$ cat config.mk
export PLATFORM = sky130hd
export DESIGN_NAME = wb_sram_multibank
export DESIGN_NICKNAME = d
export VERILOG_FILES = /design/src/rtl/wb_sram_multibank.sv
export SDC_FILE = /design/constraint.sdc
export NUM_CORES = 1
export LEC_CHECK = 0
export ABC_CLOCK_PERIOD_IN_PS = 3100
export CAP_MARGIN = 10
export CELL_PAD_IN_SITES_DETAIL_PLACEMENT = 0
export CELL_PAD_IN_SITES_GLOBAL_PLACEMENT = 1
export CORE_ASPECT_RATIO = 2
export CORE_UTILIZATION = 29
export DETAILED_ROUTE_END_ITERATION = 8
export HOLD_SLACK_MARGIN = 0.08
export PLACE_DENSITY_LB_ADDON = 0.15
export SYNTH_ARGS = -nofsm -noshare
export SYNTH_HDL_FRONTEND = slang
export SYNTH_SLANG_ARGS = --single-unit
$ cat constraint.sdc
create_clock -name wb_clk_i -period 3.1 [get_ports wb_clk_i]
set_clock_uncertainty 0.2 [all_clocks]
set_input_delay 0.465 -clock wb_clk_i [delete_from_list [all_inputs] [get_ports wb_clk_i]]
set_output_delay 0.465 -clock wb_clk_i [all_outputs]
set_load 0.05 [all_outputs]
$ cat src/rtl/wb_sram_multibank.sv
`default_nettype none
// ============================================================================
// Module   : wb_sram_multibank
// Desc     : Wishbone slave presenting NUM_BANKS single-port SRAM macros as one
//            word-addressed region. Optional macro WB_SRAM_ERR_EN enables
//            wb_err_o for out-of-range and empty-mask writes.
// Revision : 1.0 - initial release
// ============================================================================
module wb_sram_multibank #(
  parameter int          NUM_BANKS    = 2,
  parameter int          BANK_ADDR_WD = 8,
  parameter int          DATA_WD      = 32,
  parameter logic [31:0] ADDR_START   = 32'h3000_0000,
  parameter int          RD_LAT       = 1
) (
  input  logic                         wb_clk_i,
  input  logic                         rst_n,
  input  logic                         wb_cyc_i,
  input  logic                         wb_stb_i,
  input  logic                         wb_we_i,
  input  logic [DATA_WD/8-1:0]         wb_sel_i,
  input  logic [31:0]                  wb_adr_i,
  input  logic [DATA_WD-1:0]           wb_dat_i,
  output logic [DATA_WD-1:0]           wb_dat_o,
  output logic                         wb_ack_o,
  output logic                         wb_err_o,
  output logic [NUM_BANKS-1:0]         sram_csb_o,
  output logic                         sram_web_o,
  output logic [DATA_WD/8-1:0]         sram_wmask_o,
  output logic [BANK_ADDR_WD-1:0]      sram_addr_o,
  output logic [DATA_WD-1:0]           sram_din_o,
  input  logic [NUM_BANKS*DATA_WD-1:0] sram_dout_i
);

  localparam int                   c_bank_w       = (NUM_BANKS > 1) ? $clog2(NUM_BANKS) : 1;
  localparam logic [32:0]          c_region_bytes = 33'(NUM_BANKS) << (BANK_ADDR_WD + 2);
  localparam logic [1:0]           c_rd_lat       = 2'(RD_LAT);
  localparam logic [NUM_BANKS-1:0] c_bank_lsb     = NUM_BANKS'(1);

  localparam logic [1:0] c_idle    = 2'd0;
  localparam logic [1:0] c_write   = 2'd1;
  localparam logic [1:0] c_rd_wait = 2'd2;
  localparam logic [1:0] c_resp    = 2'd3;

  logic [1:0]              r_state;
  logic [1:0]              r_cnt;
  logic [c_bank_w-1:0]     r_bank;
  logic                    r_is_rd;
  logic                    r_err_resp;
  logic                    r_ack;
  logic                    r_err;
  logic [DATA_WD-1:0]      r_dat;
  logic [NUM_BANKS-1:0]    r_csb;
  logic                    r_web;
  logic [DATA_WD/8-1:0]    r_wmask;
  logic [BANK_ADDR_WD-1:0] r_addr;
  logic [DATA_WD-1:0]      r_din;

  logic [31:0]             w_offset;
  logic                    w_in_range;
  logic [c_bank_w-1:0]     w_bank;
  logic                    w_skip;
  logic                    w_err_req;

  assign w_offset   = wb_adr_i - ADDR_START;
  assign w_in_range = {1'b0, w_offset} < c_region_bytes;

  generate
    if (NUM_BANKS > 1) begin : g_bank_decode
      assign w_bank = w_offset[2+BANK_ADDR_WD +: c_bank_w];
    end else begin : g_bank_single
      assign w_bank = '0;
    end
  endgenerate

  // Requests that never touch a macro share the WRITE state as a fixed two-cycle path.
  assign w_skip = !w_in_range || (wb_we_i && (wb_sel_i == '0));

`ifdef WB_SRAM_ERR_EN
  assign w_err_req = w_skip;
`else
  assign w_err_req = 1'b0;
`endif

  always_ff @(posedge wb_clk_i or negedge rst_n) begin
    if (!rst_n) begin
      r_state    <= c_idle;
      r_cnt      <= 2'd0;
      r_bank     <= '0;
      r_is_rd    <= 1'b0;
      r_err_resp <= 1'b0;
      r_ack      <= 1'b0;
      r_err      <= 1'b0;
      r_dat      <= '0;
      r_csb      <= '1;
      r_web      <= 1'b1;
      r_wmask    <= '0;
      r_addr     <= '0;
      r_din      <= '0;
    end else begin
      r_ack <= 1'b0;
      r_err <= 1'b0;
      case (r_state)
        c_idle: begin
          if (wb_cyc_i && wb_stb_i) begin
            r_cnt      <= 2'd0;
            r_bank     <= w_bank;
            r_is_rd    <= !wb_we_i;
            r_err_resp <= w_err_req;
            if (!w_skip) begin
              r_addr <= w_offset[2 +: BANK_ADDR_WD];
              r_csb  <= ~(c_bank_lsb << w_bank);
              if (wb_we_i) begin
                r_web   <= 1'b0;
                r_wmask <= wb_sel_i;
                r_din   <= wb_dat_i;
              end
            end
            r_state <= (wb_we_i || w_skip) ? c_write : c_rd_wait;
          end
        end
        c_write: begin
          if (!wb_cyc_i) begin
            r_csb   <= '1;
            r_web   <= 1'b1;
            r_state <= c_idle;
          end else if (r_cnt == 2'd0) begin
            r_csb <= '1;
            r_web <= 1'b1;
            r_cnt <= 2'd1;
          end else begin
            r_state <= c_resp;
            if (r_err_resp) begin
              r_err <= 1'b1;
            end else begin
              r_ack <= 1'b1;
              if (r_is_rd) r_dat <= '0;
            end
          end
        end
        c_rd_wait: begin
          if (!wb_cyc_i) begin
            r_csb   <= '1;
            r_state <= c_idle;
          end else if (r_cnt == c_rd_lat) begin
            r_dat   <= sram_dout_i[r_bank*DATA_WD +: DATA_WD];
            r_ack   <= 1'b1;
            r_state <= c_resp;
          end else begin
            r_csb <= '1;
            r_cnt <= r_cnt + 2'd1;
          end
        end
        c_resp: begin
          r_state <= c_idle;
        end
        default: begin
          r_state <= c_idle;
        end
      endcase
    end
  end

  assign wb_dat_o     = r_dat;
  assign wb_ack_o     = r_ack;
  assign wb_err_o     = r_err;
  assign sram_csb_o   = r_csb;
  assign sram_web_o   = r_web;
  assign sram_wmask_o = r_wmask;
  assign sram_addr_o  = r_addr;
  assign sram_din_o   = r_din;

endmodule
`default_nettype wire

# == Word-level counts from Yosys, hierarchy flattened ==
# Index checks and enable logic that the tools add are counted.
# totals
reg_bits,86
in_bits,137
out_inout_bits,81
wordCells,93
# op_classes
add_sub_neg,2
magnitude_cmp,1
n_eq_ne,18
shifts,2
muxes,37
bitwise,2
reduce_logical,20
# ops
op,n
two-way mux 32 bit,5
one-hot mux 32 bit (2 select lines),1
indexed part select 64 x 7 -> 32 bit,1
two-way mux 2 bit,17
"less-than comparator 32 x 12 -> 1 bit, second input constant",1
"subtractor 32 x 30 -> 32 bit, second input constant",1
"!= test 2 bit, second input constant",10
"!= test 3 bit, second input constant",4
one-hot mux 2 bit (3 select lines),2
AND reduction 6 bit,2
AND reduction 5 bit,2
two-way mux 1 bit,9
one-hot mux 2 bit (4 select lines),1
AND reduction 3 bit,2
"== test 2 x 1 -> 1 bit, second input constant",2
"== test 2 bit, second input constant",2
logical NOT 2 bit,2
logical NOT 4 bit,1
one-hot mux 1 bit (2 select lines),2
AND reduction 4 bit,1
nonzero test 2 bit,2
nonzero test 3 bit,1
"adder 2 x 1 -> 2 bit, second input constant",1
logical AND 1 bit,2
6 further kinds,8

# == Depth between registers and ports, before layout ==
# Gate-level depths: netlist (run 1).
# logic_depth
ltp_word,8
depth_mapped,9
depth_no_buf,7

# == Worst setup path before layout (run 1) ==
# OpenSTA, ideal clock, no wires.
# synth_timing
kind,input -> register
start,input port wb_adr_i[23]
end,register r_addr[0] (netlist: sram_addr_o[0])
setup_time_ps,125
t_arrival_ps,1888
setup_slack_ps,887
cell_stages,5
path_buffers,1
cell_sequence,nor4_2 > nand4_1 > or4_1 > buf_6 > mux2_4
# synth_between
elab_chain_len,6
# synth_lines
item,line,rtl
start: declaration,22,"input logic [31:0] wb_adr_i,"
subtractor 32 x 30 -> 32 bit,65,assign w_offset = wb_adr_i - ADDR_START;
less-than comparator 32 x 12 -> 1 bit,66,"assign w_in_range = {1'b0, w_offset} < c_region_bytes;"
logical NOT 1 bit,77,assign w_skip = !w_in_range || (wb_we_i && (wb_sel_i == '0));
logical OR 1 bit,77,
NOT 1 bit (no source line),-,
AND reduction 3 bit (no source line),-,
end signal: assignment,111,r_addr <= w_offset[2 +: BANK_ADDR_WD];
end: declaration,56,logic [BANK_ADDR_WD-1:0] r_addr;
# Every way passes these cells.
# A chain may end at the register's enable or synchronous reset.

# == Final worst setup path (run 1) ==
# layout_timing
start,input port wb_adr_i[23]
end,register r_addr[5] (netlist: sram_addr_o[5])
# The elaborated chain is that of the path after synthesis.

==> flow_metrics.env, run 1 <==
export IMPL_synthArstFlopShare_pct=100
export IMPL_slew_violations=0
export IMPL_min_period_ns=2.50
export IMPL_syn_nets=459
export IMPL_drtPass1Iterations=7
export IMPL_grt_pass1_wl_mm=18.1
export IMPL_layout_nets=673
export IMPL_die_area_um2=14100
export IMPL_synth_top_area_share_pct=52.8
export IMPL_max_freq_mhz=400
export IMPL_grt_ovfl_total=0
export IMPL_io_buffers=214
export IMPL_clockBufferDepth=2
export IMPL_drtIter0Drc=118
export IMPL_synth_seq_area_share_pct=54.8
export IMPL_cts_buffers=9
export IMPL_grtUsageTotal_pct=17.1
export IMPL_post_cts_buffers=0
export IMPL_power_mw=5.05
export IMPL_wl_per_cell_um=17.2
export IMPL_start_util_pct=29.9
export IMPL_final_hold_viol_count=0
export IMPL_clkTransAtPathRegs_ns=0.06
export IMPL_layout_drive_gt1_share_pct=14.4
export IMPL_period_share_pct=80.6
export IMPL_antenna_found_initial=1
export IMPL_ys_types=37
export IMPL_synth_area_leader_cell="dfrtp_1"
export IMPL_fin_hold_ws_ns=0.276
export IMPL_die_y_um=167
export IMPL_rsz0062_at_grt="no"
export IMPL_core_um2=13100
export IMPL_dpl_hpwl_mm=9.21
export IMPL_gr_usage_met3_pct=4.56
export IMPL_setup_tns_ns=0
export IMPL_area_growth_pct=66.6
export IMPL_outcome="complete, but fails checks"
export IMPL_ys_seq_elements=86
export IMPL_ir_worst_vdd_mv=0.435
export IMPL_clock_sinks=86
export IMPL_slew_headroom_pct=54.5
export IMPL_num_rows=59
export IMPL_setup_viol=0
export IMPL_viasPerCell=4.86
export IMPL_place_congestion=0.754
export IMPL_grt_max_degree=65
export IMPL_violations="DRC"
export IMPL_grt_pass1_vias=3438
export IMPL_clk_latency_ns=0.34
export IMPL_grt_use_met1_pct=16.4
export IMPL_hp_class="flip-flop to flip-flop"
export IMPL_pin_count=218
export IMPL_syn_inst=316
export IMPL_use_met2_pct=32.7
export IMPL_antenna_left=0
export IMPL_power_density_nw_per_um2=771
export IMPL_holdBufCountCts=1
export IMPL_yosysWarnings=0
export IMPL_synth_main_ff_cell="dfrtp_1"
export IMPL_p_leak_nw=2.88
export IMPL_clock_root_buffer="clkbuf_16"
export IMPL_syn_area_um2=3930
export IMPL_synth_area_leaders="dfrtp_1 (53%), mux2_2 (10%), mux2i_1 (8.7%)"
export IMPL_cts_resized=0
export IMPL_die_x_um=84.3
export IMPL_vias=3345
export IMPL_required_ns=3.12
export IMPL_worst_pin_slew_ns=0.682
export IMPL_drv_cap=0
export IMPL_arrival_ns=2.52
export IMPL_worstSetupPathType="primary input to flip-flop"
export IMPL_startpoint_type="primary input"
export IMPL_critPathMaxFanout=8
export IMPL_drc=10
export IMPL_cts_tree="built"
export IMPL_synth_edff_count=0
export IMPL_drt_total_wl_mm=11.9
export IMPL_end_kind="flip-flop"
export IMPL_postSynthAreaPerCell_um2=12.4
export IMPL_htreeDepth=3
export IMPL_top_usage_layer="met2"
## routing by layer
layer | wire length (µm) | up-vias | share of wire (%)
met5 | 0 | - | 0
met4 | 430 | 0 | 3.6
li1 | - | 1565 | -
met1 | 3900 | 1623 | 33
met2 | 6750 | 133 | 57
met3 | 770 | 24 | 6.5
## critical path: stages
cell and delay [ns]:
clkdlybuf4s50_1 0.41, nor4_2 0.27, nand4_1 0.24, or4_1 0.61, buf_4 0.22, mux2_4 0.30
## final timing paths
path	end	slack, ns	cells after the start	from
max in group asynchronous	wb_dat_o[1]$_DFFE_PN0P_	1.45	3	rst_n
min	wb_dat_o[15]$_DFFE_PN0P_	0.28	2	wb_dat_o[15]$_DFFE_PN0P_
min in group asynchronous	sram_din_o[19]$_DFFE_PN0P_	0.49	2	rst_n
max reg2reg	sram_din_o[26]$_DFFE_PN0P_	0.62	7	r_state[1]$_DFFE_PN0P_
max	sram_addr_o[5]$_DFFE_PN0P_	0.60	6	wb_adr_i[23]
min reg2reg	wb_dat_o[15]$_DFFE_PN0P_	0.28	2	wb_dat_o[15]$_DFFE_PN0P_
## cells in the mapped netlist (2+ instances only)
library cell / n
buf_4: 2
dfstp_2: 3
nand2_1: 40
nor4_1: 2
dfrtp_1: 83
ha_1: 6
or4_1: 2
mux2_1: 2
mux2i_1: 34
nor4_2: 3
buf_6: 3
nand3_1: 3
mux2_4: 8
nand2b_1: 2
o31ai_1: 34
a31oi_1: 2
nand4_1: 2
inv_1: 9
a21oi_1: 3
nor2_1: 4
buf_2: 2
mux2_2: 35
clkbuf_1: 12
o21ai_0: 7
## cells in the final DEF, fill, tap and decap left out, types with 2 or more instances in the layout
| master | synthesis | final |
|---|---|---|
| nor4_2 | 3 | 3 |
| inv_1 | 9 | 9 |
| nand2_1 | 40 | 40 |
| ha_1 | 6 | 6 |
| a31oi_1 | 2 | 2 |
| o31ai_1 | 34 | 34 |
| nand2b_1 | 2 | 2 |
| mux2_2 | 35 | 35 |
| clkbuf_16 | 0 | 9 |
| mux2_4 | 8 | 8 |
| nor4_1 | 2 | 2 |
| inv_6 | 0 | 2 |
| nand4_1 | 2 | 2 |
| buf_4 | 2 | 8 |
| clkdlybuf4s50_1 | 0 | 213 |
| nand3_1 | 3 | 3 |
| a21oi_1 | 3 | 3 |
| o21ai_0 | 7 | 7 |
| clkinv_2 | 0 | 2 |
| or4_1 | 2 | 2 |
| nor2_1 | 4 | 4 |
| dfstp_2 | 3 | 3 |
| mux2i_1 | 34 | 34 |
| dfrtp_1 | 83 | 82 |
| mux2_1 | 2 | 2 |
## cell type report
| cell class | count | area, µm² |
|---|---|---|
| Inverter | 10 | 37.5 |
| Multi-Input combinational cell | 200 | 1660 |
| Timing Repair Buffer | 223 | 2220 |
| Tap cell | 152 | 190 |
| Antenna cell | 1 | 2.50 |
| Clock inverter | 7 | 60.1 |
| Sequential cell | 86 | 2160 |
| Fill cell | 1226 | 6590 |
| Clock buffer | 9 | 225 |
## through the flow
stage          instance area (µm²)  instances  setup WS (ns)  util [%]
2_1_floorplan                 3930        316          0.887         -
3_3_place_gp                  6250        670          0.239      47.6
6_report                      6550        688          0.603      49.9
3_5_place_dp                  6250        670          0.220      47.6
5_1_grt                       6550        688          0.480      49.9
4_1_cts                       6550        687          0.587      49.8
## report_power, final
part	internal (mW)	switching [mW]
Combinational	0.900	1.56
Sequential	1.38	0.176
Clock	0.554	0.473
## flip-flops by register name (all words and copies together), names as in the netlist
signal / count
r_bank: 1
r_cnt: 2
r_is_rd: 1
r_state: 2
sram_addr_o: 8
sram_csb_o: 2
sram_din_o: 32
sram_web_o: 1
sram_wmask_o: 4
wb_ack_o: 1
wb_dat_o: 32
## kinds of logic (layout without fill, tap and decap cells)
| logic type | Yosys count | count (layout) | share of synthesized area [%] |
|---|---|---|---|
| multiplexers | 79 | 79 | 22.3 |
| adder cells (fa/ha/maj) | 6 | 6 | 1.91 |
| flip-flops | 86 | 86 | 54.8 |
| buffers and inverters | 30 | 249 | 3.69 |
| AO/OA/AOI/OAI | 54 | 54 | 9.77 |
| AND/OR/NAND/NOR | 60 | 60 | 7.38 |
| other | 1 | 2 | 0.0954 |
No activity file was read; power rests on OpenSTA's default activity.
==> run 2, diff against run 1 <==
ABC_CLOCK_PERIOD_IN_PS = 2250   (was 3100)
CORE_UTILIZATION = 26   (was 29)
clock period = 2.25 ns   (was 3.1 ns; I/O delays follow)
==> run 2 against run 1 <==
Effect of this change: the flow now finishes without violations; combinational power grew 47%; sequential share of layout area shrank 2.5 points; sequential power grew 33%; non-clock buffer count grew 29; cell area grew 8.4%; setup slack lost 0.53 ns; first-iteration DRC count grew 40%; wire length grew 5.0%; die area grew 11%; critical path depth grew 4; count of clock-buffer cells in the layout grew 1; via count grew 1.7%; critical path type is now flip-flop to flip-flop; largest cell class unchanged.
==> flow_metrics.env, run 2 (synthesis gave the netlist of run 1 again) <==
export IMPL_p_leak_nw=3.19
export IMPL_startpoint_type="flip-flop"
export IMPL_drv_cap=0
export IMPL_worstSetupPathType="flip-flop to flip-flop"
export IMPL_worst_pin_slew_ns=0.600
export IMPL_clkTransAtPathRegs_ns=0.07
export IMPL_grt_pass1_wl_mm=18.8
export IMPL_postLayoutCellArea_um2=7100
export IMPL_ir_worst_vdd_mv=0.405
export IMPL_cts_buffers=9
export IMPL_power_mw=7.26
export IMPL_wl_per_cell_um=16.4
export IMPL_dpl_hpwl_mm=8.88
export IMPL_slew_violations=0
export IMPL_die_y_um=176
export IMPL_period_share_pct=96.6
export IMPL_max_freq_mhz=460
export IMPL_core_um2=14800
export IMPL_grt_max_degree=87
export IMPL_diodes=0
export IMPL_drtIter0Drc=165
export IMPL_rr_endpoint="sram_din_o[11]$_DFFE_PN0P_"
export IMPL_top_usage_layer="met2"
export IMPL_arrival_ns=2.20
export IMPL_required_ns=2.28
export IMPL_outcome="finished clean"
export IMPL_crit_end="sram_din_o[11]$_DFFE_PN0P_"
export IMPL_antenna_found_initial=0
export IMPL_num_rows=63
export IMPL_rrSetupSlack_ns=0.08
export IMPL_grtUsageTotal_pct=16.3
export IMPL_clock_sinks=86
export IMPL_gr_usage_met3_pct=3.24
export IMPL_slew_headroom_pct=59.8
export IMPL_vias=3401
export IMPL_startpoint="r_state[1]$_DFFE_PN0P_"
export IMPL_placed_area_um2=6440
export IMPL_min_period_ns=2.17
export IMPL_use_met2_pct=32.9
export IMPL_die_area_um2=15600
export IMPL_drtPass1Iterations=5
export IMPL_pin_count=218
export IMPL_hp_class="primary input to flip-flop"
export IMPL_grt_ovfl_total=0
export IMPL_htreeDepth=3
export IMPL_drt_total_wl_mm=12.4
export IMPL_rr_worst_depth=10
export IMPL_layout_nets=702
export IMPL_end_kind="flip-flop"
export IMPL_area_growth_pct=80.6
export IMPL_grt_use_met1_pct=15.5
export IMPL_setup_tns_ns=0
export IMPL_final_hold_viol_count=0
export IMPL_r2r_start="r_state[1]$_DFFE_PN0P_"
export IMPL_start_util_pct=26.5
export IMPL_die_x_um=89.0
export IMPL_clockBufferDepth=2
export IMPL_final_cell_mix="clkdlybuf4s50_1 (187), dfrtp_1 (82), nand2_1 (40), mux2i_1 (34), o31ai_1 (34)"
export IMPL_fin_util_pct=47.9
export IMPL_io_buffers=214
export IMPL_clk_latency_ns=0.33
export IMPL_rsz0062_at_grt="no"
export IMPL_cts_tree="built"
export IMPL_layout_drive_gt1_share_pct=21.5
export IMPL_setup_viol=0
export IMPL_clock_root_buffer="clkbuf_16"
export IMPL_power_density_nw_per_um2=1020
export IMPL_whs_path_depth=2
export IMPL_layout_commonest_cell="clkdlybuf4s50_1"
export IMPL_grt_pass1_vias=3611
export IMPL_place_congestion=0.782
export IMPL_n_fill_cell=1459
export IMPL_antenna_left=0
export IMPL_drc=0
export IMPL_viasPerCell=4.48
export IMPL_critPathMaxFanout=6
-- run 2: area by class of cell --
type                       count  area, µm²  share of cell area (%)
clock buffer                  10        239                    3.37
clock inverter                 6       76.3                    1.08
inverter                      10       37.5                   0.529
multi-input combinational    200       1750                    24.7
sequential                    86       2160                    30.4
tap                          195        244                    3.44
timing repair buffer         252       2590                    36.5
-- run 2: layer usage --
layer	wire length [µm]	part of all wire [%]
met3	591	4.7
met2	7470	60
met4	223	1.8
met5	0	0
met1	4170	33
-- run 2: what timing repair did --
action,4_1_cts,5_1_grt
gates resized for setup,42,25
hold endpoints to repair,83,0
gates cloned,4,0
hold buffers,1,0
endpoints found under the setup margin,36,38
pin swaps,10,12
buffers inserted,9,2
-- run 2: through the flow --
step / hold WS (ns) / worst slack, ns / std cells
6_report: 0.0905 / 0.0755 / 759
5_1_grt: 0.0965 / 0.00357 / 759
4_1_cts: 0.171 / 0.0117 / 757
3_5_place_dp: 0.219 / -0.463 / 727
3_3_place_gp: 0.215 / -0.401 / 727
2_1_floorplan: -0.158 / 0.0851 / 316
-- run 2: worst min path at each step --
stage / endpoint / start
2_1_floorplan: r_bank$_DFFE_PN0P_ / rst_n
3_3_place_gp: sram_din_o[21]$_DFFE_PN0P_ / rst_n
3_5_place_dp: sram_din_o[21]$_DFFE_PN0P_ / rst_n
4_1_cts: sram_wmask_o[2]$_DFFE_PN0P_ / wb_sel_i[2]
5_1_grt: sram_wmask_o[1]$_DFFE_PN0P_ / wb_sel_i[1]
6_report: sram_wmask_o[1]$_DFFE_PN0P_ / wb_sel_i[1]
-- run 2: worst max-delay path, stage by stage, from the launching register on --
cell,delay [ns]
dfrtp_1,0.39
inv_2,0.07
ha_2,0.21
nand3_4,0.09
nor2_2,0.10
nor4b_4,0.21
buf_6,0.13
buf_6,0.10
buf_12,0.12
buf_16,0.12
mux2_2,0.32
-- run 2: report_power, final --
| group | total (mW) | switching [mW] | internal, mW |
|---|---|---|---|
| Clock | 1.57 | 0.654 | 0.911 |
| Combinational | 3.61 | 2.24 | 1.37 |
| Sequential | 2.08 | 0.171 | 1.91 |
| Total | 7.26 | 3.07 | 4.19 |
==> run 3, diff against run 2 <==
ABC_CLOCK_PERIOD_IN_PS = 2500   (was 2250)
CORE_UTILIZATION = 29   (was 26)
clock period = 2.5 ns   (was 2.25 ns; I/O delays follow)
==> run 3 against run 2 <==
Effect of this change: the flow now finishes with violations (DRC); highest routed layer is now met5; die area decreased by 10%; utilization is 3.0 points higher; clock power decreased by 10%; flip-flop and latch count did not move; global-route usage up 1.4 points; sequential share of layout area grew 1.8 points; setup slack better by 0.044 ns.
==> flow_metrics.env, run 3 (synthesis gave the netlist of run 1 again) <==
export IMPL_outcome="complete, but fails checks"
export IMPL_violations="DRC"
export IMPL_clock_root_buffer="clkbuf_16"
export IMPL_startpoint="wb_adr_i[23]"
export IMPL_antenna_left=0
export IMPL_rsz0062_at_grt="no"
export IMPL_p_leak_nw=2.95
export IMPL_start_util_pct=29.9
export IMPL_area_growth_pct=70.2
export IMPL_pin_count=218
export IMPL_required_ns=2.52
export IMPL_diodes=0
export IMPL_wl_per_cell_um=17.2
export IMPL_drtIter0Drc=96
export IMPL_htreeDepth=3
export IMPL_grt_max_degree=65
export IMPL_die_area_um2=14100
export IMPL_clk_latency_ns=0.33
export IMPL_rr_worst_depth=7
export IMPL_drc=10
export IMPL_layout_nets=683
export IMPL_rrSetupSlack_ns=0.34
export IMPL_hp_class="flip-flop to flip-flop"
export IMPL_post_cts_buffers=0
export IMPL_place_congestion=0.803
export IMPL_dp_slack_ns=-0.246
export IMPL_grtUsageTotal_pct=17.7
export IMPL_holdBufCountCts=1
export IMPL_setup_viol=0
export IMPL_end_kind="flip-flop"
export IMPL_dpl_hpwl_mm=9.47
export IMPL_rr_endpoint="sram_din_o[31]$_DFFE_PN0P_"
export IMPL_drtPass1Iterations=9
export IMPL_cts_resized=0
export IMPL_slew_headroom_pct=61.9
export IMPL_critPathMaxFanout=38
export IMPL_worst_pin_slew_ns=0.570
export IMPL_drv_cap=0
export IMPL_core_um2=13100
export IMPL_num_rows=59
export IMPL_drt_total_wl_mm=12.0
export IMPL_clock_sinks=86
export IMPL_period_share_pct=95.2
export IMPL_max_freq_mhz=420
export IMPL_worstSetupPathType="primary input to flip-flop"
export IMPL_n_fill_cell=1232
export IMPL_grt_pass1_wl_mm=18.9
export IMPL_vias=3373
export IMPL_power_mw=6.46
export IMPL_slew_violations=0
export IMPL_final_cell_mix="clkdlybuf4s50_1 (213), dfrtp_1 (82), nand2_1 (40), mux2_2 (35)"
export IMPL_clockBufferDepth=2
export IMPL_min_period_ns=2.38
export IMPL_cts_tree="built"
export IMPL_startpoint_type="primary input"
export IMPL_fin_hold_ws_ns=0.274
export IMPL_layout_commonest_cell="clkdlybuf4s50_1"
export IMPL_crit_end="sram_din_o[31]$_DFFE_PN0P_"
export IMPL_io_buffers=214
export IMPL_setup_ws_ns=0.120
export IMPL_r2r_start="r_state[0]$_DFFE_PN0P_"
export IMPL_grt_pass1_vias=3622
export IMPL_layout_drive_gt1_share_pct=16.0
export IMPL_ir_worst_vdd_mv=0.578
export IMPL_die_y_um=167
export IMPL_die_x_um=84.3
export IMPL_viasPerCell=4.84
export IMPL_final_hold_viol_count=0
export IMPL_arrival_ns=2.40
export IMPL_antenna_found_initial=1
export IMPL_cts_buffers=9
export IMPL_grt_ovfl_total=0
export IMPL_clkTransAtPathRegs_ns=0.07
export IMPL_power_density_nw_per_um2=965
-- run 3: final cells by class --
type | instances | area, µm² | area share (%)
Tap cell | 152 | 190 | 2.84
Inverter | 10 | 37.5 | 0.561
Sequential cell | 86 | 2160 | 32.2
Clock buffer | 11 | 253 | 3.78
Clock inverter | 5 | 63.8 | 0.953
Multi-Input combinational cell | 200 | 1660 | 24.8
Timing Repair Buffer | 233 | 2330 | 34.9
-- run 3: worst max-delay path: stages --
cell and delay, ns:
clkdlybuf4s50_1 0.41, nor4_2 0.27, nand4_1 0.19, buf_4 0.19, nor4b_4 0.31, buf_12 0.26
mux2_2 0.36
-- run 3: worst min path at each step --
stage | from | endpoint | slack [ns] | depth (start not counted)
6_report | wb_dat_o[24]$_DFFE_PN0P_ | wb_dat_o[24]$_DFFE_PN0P_ | 0.27 | 2
2_1_floorplan | rst_n | r_bank$_DFFE_PN0P_ | -0.12 | 0
3_5_place_dp | rst_n | sram_din_o[19]$_DFFE_PN0P_ | 0.16 | 1
4_1_cts | wb_dat_o[18]$_DFFE_PN0P_ | wb_dat_o[18]$_DFFE_PN0P_ | 0.28 | 2
3_3_place_gp | rst_n | sram_din_o[19]$_DFFE_PN0P_ | 0.16 | 1
5_1_grt | wb_dat_o[30]$_DFFE_PN0P_ | wb_dat_o[30]$_DFFE_PN0P_ | 0.31 | 2
-- run 3: per-stage QoR --
stage / setup TNS [ns] / cells / util (%) / area (µm²)
finish: 0 / 697 / 50.9 / 6690
global route: 0 / 697 / 50.9 / 6690
CTS: 0 / 697 / 50.9 / 6690
detailed placement: -10.25 / 680 / 48.4 / 6370
global placement: -8.62 / 680 / 48.4 / 6370
floorplan: 0 / 316 / - / 3930
-- run 3: power breakdown --
group | total (mW) | switching, mW | internal (mW)
Sequential | 1.91 | 0.192 | 1.72
Clock | 1.41 | 0.568 | 0.838
Combinational | 3.14 | 1.96 | 1.18
Total | 6.46 | 2.72 | 3.73
-- run 3: metal layers --
metal  wire length (µm)  GRT usage, %  share of wire, %
met3                573          3.91               4.8
met2               7140          35.8                59
met4                297          6.93               2.5
met1               3980          16.6                33
met5                 11             0             0.092
